--- src/rtl/uart_prog_loader.sv ---
// uart_prog_loader: loads a program into BRAM from a UART byte stream.
// Bytes are assembled big-endian into WORD_BYTES-byte words and written to
// sequential addresses. The END_WORD marker ends the load; an ACK/NAK byte is
// returned through the UART transmitter and load_done releases the CPU.
// Optional feature macro: UART_PROG_LOADER_CHECKSUM_EN -- after the marker,
// one more byte is compared with the mod-256 sum of all data bytes.
// Ports:
//   sys_clk, rst_n          clock, asynchronous active-low reset
//   rx_data, rx_data_wr     received byte and its one-cycle strobe
//   mem_addr/mem_din/mem_we program BRAM write port
//   tx_data, tx_en          reply byte (held) and one-cycle transmit strobe
//   load_done, load_err     program loaded / sticky error of the last load
//   word_count              words written in the current/last load
module uart_prog_loader #(
  parameter int unsigned             WORD_BYTES = 2,
  parameter int unsigned             ADDR_W     = 10,
  parameter int unsigned             DEPTH      = 1024,
  parameter logic [8*WORD_BYTES-1:0] END_WORD   = '1,
  parameter logic [7:0]              ACK_BYTE   = 8'h06,
  parameter logic [7:0]              NAK_BYTE   = 8'h15
) (
  input  logic                  sys_clk,
  input  logic                  rst_n,
  input  logic [7:0]            rx_data,
  input  logic                  rx_data_wr,
  output logic [ADDR_W-1:0]     mem_addr,
  output logic [8*WORD_BYTES-1:0] mem_din,
  output logic                  mem_we,
  output logic [7:0]            tx_data,
  output logic                  tx_en,
  output logic                  load_done,
  output logic                  load_err,
  output logic [ADDR_W:0]       word_count
);

  localparam int unsigned W     = 8 * WORD_BYTES;
  localparam int unsigned IDX_W = (WORD_BYTES > 1) ? $clog2(WORD_BYTES) : 1;
  localparam logic [IDX_W-1:0] LAST_IDX = IDX_W'(WORD_BYTES - 1);
  localparam logic [ADDR_W:0]  DEPTH_W  = (ADDR_W + 1)'(DEPTH);

`ifdef UART_PROG_LOADER_CHECKSUM_EN
  typedef enum logic [1:0] {S_RECV = 2'd0, S_CSUM = 2'd1, S_DONE = 2'd2} state_t;
`else
  typedef enum logic [1:0] {S_RECV = 2'd0, S_DONE = 2'd2} state_t;
`endif

  state_t             state, state_nxt;
  logic [IDX_W-1:0]   byte_idx, byte_idx_nxt;
  logic [W-1:0]       shreg, shreg_nxt;
  logic [ADDR_W-1:0]  mem_addr_nxt;
  logic [W-1:0]       mem_din_nxt;
  logic               mem_we_nxt, tx_en_nxt, load_done_nxt, load_err_nxt;
  logic [7:0]         tx_data_nxt;
  logic [ADDR_W:0]    word_count_nxt;

  logic               start_load;
  logic               err_cur;
  logic [ADDR_W:0]    wc_cur;
  logic [W-1:0]       word_c;
`ifdef UART_PROG_LOADER_CHECKSUM_EN
  logic [7:0]         csum, csum_nxt;   // sum of all committed data-word bytes
  logic [7:0]         wsum, wsum_nxt;   // sum of bytes of the word in progress
  logic [7:0]         csum_cur;
  logic               csum_bad;
`endif

  // State and registered outputs
  always_ff @(posedge sys_clk or negedge rst_n) begin
    if (!rst_n) begin
      state      <= S_RECV;
      byte_idx   <= '0;
      shreg      <= '0;
      mem_addr   <= '0;
      mem_din    <= '0;
      mem_we     <= 1'b0;
      tx_data    <= '0;
      tx_en      <= 1'b0;
      load_done  <= 1'b0;
      load_err   <= 1'b0;
      word_count <= '0;
`ifdef UART_PROG_LOADER_CHECKSUM_EN
      csum       <= '0;
      wsum       <= '0;
`endif
    end else begin
      state      <= state_nxt;
      byte_idx   <= byte_idx_nxt;
      shreg      <= shreg_nxt;
      mem_addr   <= mem_addr_nxt;
      mem_din    <= mem_din_nxt;
      mem_we     <= mem_we_nxt;
      tx_data    <= tx_data_nxt;
      tx_en      <= tx_en_nxt;
      load_done  <= load_done_nxt;
      load_err   <= load_err_nxt;
      word_count <= word_count_nxt;
`ifdef UART_PROG_LOADER_CHECKSUM_EN
      csum       <= csum_nxt;
      wsum       <= wsum_nxt;
`endif
    end
  end

  // Next-state and output logic
  always_comb begin
    state_nxt      = state;
    byte_idx_nxt   = byte_idx;
    shreg_nxt      = shreg;
    mem_addr_nxt   = mem_addr;
    mem_din_nxt    = mem_din;
    mem_we_nxt     = 1'b0;
    tx_data_nxt    = tx_data;
    tx_en_nxt      = 1'b0;
    load_done_nxt  = load_done;
    load_err_nxt   = load_err;
    word_count_nxt = word_count;
    word_c         = W'({shreg, rx_data});

    // A byte arriving after a completed load opens a new load and is
    // processed as byte 0 in the same cycle, so load state is taken as cleared.
    start_load = (state == S_DONE) && rx_data_wr;
    err_cur    = start_load ? 1'b0 : load_err;
    wc_cur     = start_load ? '0 : word_count;
`ifdef UART_PROG_LOADER_CHECKSUM_EN
    csum_nxt   = csum;
    wsum_nxt   = wsum;
    csum_cur   = start_load ? 8'h00 : csum;
    csum_bad   = load_err || (rx_data != csum);
`endif

    if (start_load) begin
      state_nxt      = S_RECV;
      load_done_nxt  = 1'b0;
      load_err_nxt   = 1'b0;
      word_count_nxt = '0;
`ifdef UART_PROG_LOADER_CHECKSUM_EN
      csum_nxt       = 8'h00;
`endif
    end

    if (rx_data_wr && (state == S_RECV || start_load)) begin
      shreg_nxt = word_c;
      if (byte_idx == LAST_IDX) begin
        byte_idx_nxt = '0;
        if (word_c == END_WORD) begin
`ifdef UART_PROG_LOADER_CHECKSUM_EN
          state_nxt     = S_CSUM;
          wsum_nxt      = 8'h00;
`else
          state_nxt     = S_DONE;
          load_done_nxt = 1'b1;
          tx_data_nxt   = err_cur ? NAK_BYTE : ACK_BYTE;
          tx_en_nxt     = 1'b1;
`endif
        end else begin
`ifdef UART_PROG_LOADER_CHECKSUM_EN
          csum_nxt = csum_cur + wsum + rx_data;
          wsum_nxt = 8'h00;
`endif
          if (wc_cur < DEPTH_W) begin
            mem_din_nxt    = word_c;
            mem_addr_nxt   = wc_cur[ADDR_W-1:0];
            mem_we_nxt     = 1'b1;
            word_count_nxt = wc_cur + 1'b1;
          end else begin
            // Overflow: drop the word, count saturates, no address wrap
            load_err_nxt   = 1'b1;
          end
        end
      end else begin
        byte_idx_nxt = byte_idx + 1'b1;
`ifdef UART_PROG_LOADER_CHECKSUM_EN
        wsum_nxt     = wsum + rx_data;
`endif
      end
    end

`ifdef UART_PROG_LOADER_CHECKSUM_EN
    // Checksum byte follows the marker
    if (state == S_CSUM && rx_data_wr) begin
      state_nxt     = S_DONE;
      load_done_nxt = 1'b1;
      load_err_nxt  = csum_bad;
      tx_data_nxt   = csum_bad ? NAK_BYTE : ACK_BYTE;
      tx_en_nxt     = 1'b1;
    end
`endif
  end

endmodule

--- config.mk ---
export PLATFORM = sky130hd
export DESIGN_NAME = uart_prog_loader
export DESIGN_NICKNAME = d
export VERILOG_FILES = /design/src/rtl/uart_prog_loader.sv
export SDC_FILE = /design/constraint.sdc
export NUM_CORES = 1
export LEC_CHECK = 0
export CAP_MARGIN = 20
export CORE_AREA = 2 2 70 72
export DETAILED_ROUTE_END_ITERATION = 7
export DIE_AREA = 0 0 72 74
export MAX_ROUTING_LAYER = met4
export PLACE_DENSITY = 0.91
export REMOVE_ABC_BUFFERS = 1
export SLEW_MARGIN = 20
export SYNTH_ARGS = -nofsm -noshare
export SYNTH_HDL_FRONTEND = slang
export SYNTH_SLANG_ARGS = --single-unit
--- constraint.sdc ---
create_clock -name sys_clk -period 5.9 [get_ports sys_clk]
set_clock_uncertainty 0.1 [all_clocks]
set_input_delay 1.77 -clock sys_clk [delete_from_list [all_inputs] [get_ports sys_clk]]
set_output_delay 1.77 -clock sys_clk [all_outputs]
set_load 0.02 [all_outputs]
==> results.md, run 1 <==
* Routed Wire Length at ~4400 microns
* Ys async rst share at 1.000
* Fillers at approximately 370
* Max stage delay on crit path at 540 ps
* Num CTS Buffers at 5
* GPL Wtd Cong at 0.8852
* Vias in the first global route at roughly 1600
* Multi-input logic area at between 800 and 900 sq um
* Setup TNS Final at 0 ps
* Buf/Inv on CP at 1
* DRC Markers at 0
* Root buffer cell: clkbuf_8
* Reg area at 0.001376 sq mm
* Setup CP Type: in -> reg
* Achievable frequency at 231.6 MHz
* Starting density of the core at 0.5029
* IO buf count at 55
* Post-synth top cells: dfrtp_1, mux2_2, nand2_1
* Hold Path Class: reg -> reg
* Netlist Area Pre-Place at 0.002312 sq mm
* PostCTS Resize Cnt at 0
* Worst Path Required at 6020 ps
* N_diodes at 0
* DIE HEIGHT at 74 microns
* Routed Antenna Nets at 0
* Most frequent cell after synthesis: dfrtp_1
* Post-layout min period at ~4300 ps
* Via density at 5.444
* Critical path cell sequence: clkdlybuf4s50_1, nand3b_1, and2_1, ha_1, nand4_1, or4b_1, or4_1, a21oi_1
* WP data arrival at 4440 ps
* Pwr Density at 430.9 mW/mm^2
* Maximum clock path buffer count at 2
* H-tree Lvls at 2
* Fin. max-slew vios at 0
* Syn_area_per_cell at 12.50 sq um
* Status: complete, no violations
* Critical path capture point type: register
* FF+latch count, synth at 55
* DPL Wire Length at around 3200 microns
* Reg2reg end: word_count[8]$_DFF_PN0_
* Io pins at 60
* DR iter-0 viols at 77
* Nets at 254
* CP max stage cell: or4b_1
* DP Worst Slack at roughly 1300 ps
* Number of enable flip-flop cells after synthesis at 0
* Synth Flop Type: dfrtp_1
* Max-Cap Viols at 0
* Mapped Cells at about 190
* Clk slew on worst S/H paths at around 90 ps
* DR vias at 1617
* Postcts setup bufs at 0
* Synth top area cells: dfrtp_1, mux2_2, mux2i_1
* Setup-failing EPs final at 0
* Final setup margin at 1583 ps
* Start point of the worst hold path: state[0]$_DFF_PN0_
* Pin count of the biggest net entering global routing at 56
* Seq/Total Area, Yosys at 0.5952
* Die width at 72 microns
* R2R Setup Slk at approximately 3100 ps
* Peak supply drop at 0.0002621 V
* Share of the synthesized area in the top cell type at 0.5952
* CP max FO at 16
* Ys Warns at 0
* Layout area overhead at 28.63%
* Clock sink count at 55
* Die Area at 0.005328 sq mm
* Final Cycle Share at 0.7318
* Actual slew at the worst max-slew pin at 669.2 ps
* Area leader, netlist: dfrtp_1
* Reg2reg path depth at 7
* Total power at around 1300 uW
* Unique masters post-synth at 29
* WHS Path Cells at 0
* FF-to-FF Start: state[0]$_DFF_PN0_
* First-pass GRT wire length at 7534 microns
* Clk_lat worst skew at 300 ps
* Hold worst-path end: state[0]$_DFF_PN0_
* Routed WL per cell at roughly 15 microns
* RSZ-0062 raised after global routing: false
* Placed Cells at roughly 290
* Critical path's top delay family: simple AND/OR/NAND/NOR gates
* Layout cell share with drive strength beyond 1 at 0.1605
* Num rows at 25
* Worst rel slew slack at 0.5539
* Initial antenna violation count at 0
* Core Region at between 0.004 and 0.005 sq mm
* Final non-filler cell total at 297
* Static Leak at 0.001303 uW
* Final hold viol count at 0
* CP startpoint kind: input port
* CTS tree: built
* Hold-fix buffers, CTS at 0
* Grt ovf at 0
* Drt pass-1 iters at 4
* Total GRT Usage at 0.1912
==> routing by layer <==
| metal | wire length, microns | global-route usage | up-vias |
|---|---|---|---|
| li1 | - | - | 755 |
| met1 | 1950 | 0.2518 | 780 |
| met2 | 2074 | 0.2922 | 74 |
| met3 | 319 | 0.04743 | 8 |
| met4 | 72 | 0.06709 | 0 |
| met5 | 0 | - | - |
==> worst max path at each step <==
stage / to / start / cells past startpoint / slack [ps]
after CTS: word_count[8]$_DFF_PN0_ / rx_data_wr / 8 / 1610
after floorplan: word_count[8]$_DFF_PN0_ / rx_data_wr / 7 / 2060
after global routing: word_count[8]$_DFF_PN0_ / rx_data_wr / 8 / 1430
final: word_count[8]$_DFF_PN0_ / rx_data_wr / 8 / 1580
after global placement: word_count[8]$_DFF_PN0_ / rx_data_wr / 8 / 1420
after detailed placement: word_count[8]$_DFF_PN0_ / rx_data_wr / 8 / 1300
==> layout by cell type (no fill, tap or decap), types with 3 or more instances in the layout <==
cell type / count
nor3_1: 3
a21oi_1: 3
clkbuf_8: 5
nand2_1: 19
nand4_1: 6
o21ai_0: 6
nand3_1: 4
mux2_2: 28
conb_1: 4
mux2i_1: 8
dfrtp_1: 55
nor4_1: 3
xnor2_1: 4
buf_4: 4
nand2b_1: 3
inv_1: 9
clkdlybuf4s50_1: 54
or4_1: 5
==> kinds of logic after synthesis <==
| kind of cell | count (synthesis) | synth area share |
|---|---|---|
| adders and majority gates | 1 | 0.005410 |
| and+or+nand+nor | 51 | 0.1223 |
| buffers and inverters | 21 | 0.04654 |
| AOI/OAI and AO/OA | 14 | 0.03517 |
| DFF | 55 | 0.5952 |
| muxes | 36 | 0.1710 |
| other | 1 | 0.001622 |
| xor gates and xnor gates | 6 | 0.02273 |
==> flip-flops by register name, indices dropped and copies added (netlist names) <==
register,flops
mem_addr,10
load_done,1
mem_din,16
state,2
mem_we,1
tx_data,3
tx_en,1
shreg,8
word_count,11
byte_idx,1
load_err,1
==> through the flow <==
stage	utilization	hold slack [ps]	instance area [sq um]
2_1_floorplan	-	296.3	2250
3_3_place_gp	0.6291	310.0	2893
3_5_place_dp	0.6291	324.6	2893
4_1_cts	0.6468	345.2	2974
5_1_grt	0.6468	376.3	2974
6_report	0.6468	353.2	2974
==> power by group <==
part	switching, uW	internal (uW)
Combinational	260	275
Sequential	69.6	482
Clock	112	83.5
==> layout make-up <==
cell class / instances / share of cell area
Multi-Input combinational cell: 112 / 0.2823
Timing Repair Buffer: 59 / 0.1935
Sequential cell: 55 / 0.4628
Tap cell: 54 / 0.02272
Clock buffer: 7 / 0.02566
Clock inverter: 1 / 0.001683
Inverter: 9 / 0.01136
(Power assumes the default switching activity.)
==> run 2: changes to the inputs <==
- CORE_AREA: 2 2 70 72 -> 2 2 77 79
- DIE_AREA: 0 0 72 74 -> 0 0 79 81
- PLACE_DENSITY: 0.91 -> 0.81
- clock period: 5.9 -> 3.85 ns (I/O delays scaled with it)
==> run 2 against run 1 <==
First-iteration DRC count increased by 61%. Sequential power up 53%. Routed wire length is 0.86% higher. Flip-flop and latch count unchanged. Global-route usage is 3.6 points lower. Critical endpoint unchanged. Largest cell class unchanged. Clock power grew 76%. Largest power group unchanged.
==> results.md, run 2 (synthesized netlist as in run 1, its figures left out) <==
* Via density at 5.016
* Vias in the first global route at 1577
* Worst rel slew slack at 0.5577
* RSZ-0062 raised after global routing: false
* Routed WL per cell at 13.92 microns
* Final instance area at 0.003038 sq mm
* Grt ovf at 0
* Max stage delay on crit path at 540 ps
* Routed Wire Length at 4455 microns
* Clk slew on worst S/H paths at 90 ps
* DRC Markers at 0
* Die width at 79 microns
* First-pass GRT wire length at between 7000 and 8000 microns
* WP data arrival at 3510 ps
* Setup CP Type: in -> reg
* Postcts setup bufs at 0
* Pin count of the biggest net entering global routing at 56
* Root buffer cell: clkbuf_8
* DPL Wire Length at approximately 3300 microns
* Die Area at 0.006399 sq mm
* Pwr Density at 660.4 mW/mm^2
* Setup TNS Final at 0 ps
* R2R Setup Slk at 1400 ps
* DIE HEIGHT at ~80 microns
* Worst Path Required at 3980 ps
* Max reg flops at 16
* Total GRT Usage at 0.1555
* Maximum clock path buffer count at 2
* Final Cycle Share at 0.8777
* Static Leak at approximately 0.0013 uW
* Initial antenna violation count at 0
* Num rows at 28
* Most common cell after layout, fill and taps aside: dfrtp_1
* WHS at roughly 350 ps
* GPL Wtd Cong at 0.8298
* Io pins at 60
* Achievable frequency at 295.9 MHz
* Hold Path Class: reg -> reg
* Hold-fix buffers, CTS at 0
* Routed Antenna Nets at 0
* Layout area overhead at 31.39%
* CP max FO at 5
* Max-Cap Viols at 0
* Final hold viol count at 0
* Setup-failing EPs final at 0
* PostCTS Resize Cnt at 0
* DR iter-0 viols at between 100 and 150
* Core Region at 0.005675 sq mm
* Num CTS Buffers at 5
* CP startpoint kind: input port
* Post-layout min period at 3379 ps
* IO buf count at between 50 and 60
* Most frequent cells in the layout: dfrtp_1, clkdlybuf4s50_1, mux2_2, nand2_1, inv_1
* Nets at ~260
* Starting density of the core at 0.4074
* Critical path capture point type: register
* Drt pass-1 iters at 4
* Clk_lat worst skew at 310 ps
* Actual slew at the worst max-slew pin at 663.5 ps
* Fillers at 518
* Peak supply drop at 0.0003477 V
* CTS tree: built
* Fin. max-slew vios at 0
* Layout cell share with drive strength beyond 1 at 0.1755
* CP max stage cell: or4b_1
* DR vias at 1605
* Status: complete, no violations
* H-tree Lvls at 2
* Clock sink count at 55
* Biggest regs: mem_din: 16 flops, word_count: 11 flops, mem_addr: 10 flops
* N_diodes at 0
* Critical path cell sequence: clkdlybuf4s50_1, nand3b_1, and2_1, ha_1, nand4_1, or4b_1, or4_1, a21oi_1
* Biggest register: mem_din
* Post-DP Area at 0.002934 sq mm
[run 2: through the flow]
step                total power, uW  std cells    util  setup slack (ps)
detailed placement             1684        312  0.5170             187.2
global placement               1665        312  0.5170             324.7
global route                   2122        320  0.5353             301.4
CTS                            2034        320  0.5353             515.0
floorplan                      1284        176       -             623.0
finish                         2006        320  0.5353             471.0
[run 2: final timing paths]
kind | start | to | cells after the start
max | rx_data_wr | word_count[8]$_DFF_PN0_ | 8
min | state[0]$_DFF_PN0_ | state[0]$_DFF_PN0_ | 0
max reg2reg | state[0]$_DFF_PN0_ | word_count[8]$_DFF_PN0_ | 7
min reg2reg | state[0]$_DFF_PN0_ | state[0]$_DFF_PN0_ | 0
max in group asynchronous | rst_n | mem_addr[5]$_DFFE_PN0P_ | 2
min in group asynchronous | rst_n | word_count[6]$_DFF_PN0_ | 2
[run 2: layout make-up]
class	instances	area, sq um	area share
sequential	55	1376	0.4530
multi-input combinational	112	839.6	0.2764
timing repair buffer	61	590.6	0.1944
clock buffer	7	96.34	0.03171
tap	75	93.84	0.03089
inverter	9	33.78	0.01112
clock inverter	1	7.507	0.002471
[run 2: report_power, final]
group | switching (uW) | leakage [uW] | internal, uW | total, uW
Clock | 180 | 0.0000505 | 164 | 344
Combinational | 397 | 0.000576 | 420 | 818
Sequential | 106 | 0.000693 | 738 | 845
[run 2: routing by layer]
metal,share of wire,routed length [microns],vias up,global-route usage
met5,0,0,-,-
met4,0.013,58,0,0.04655
met3,0.050,223,6,0.04333
met2,0.49,2184,47,0.2525
met1,0.45,1990,796,0.1914
li1,-,-,756,-
[run 2: critical path, delay by kind of cell]
kind	cells	cell delay [ps]
simple gates	5	1490
buf+inv	1	480
fa+ha+maj	1	220
compound gates	1	170
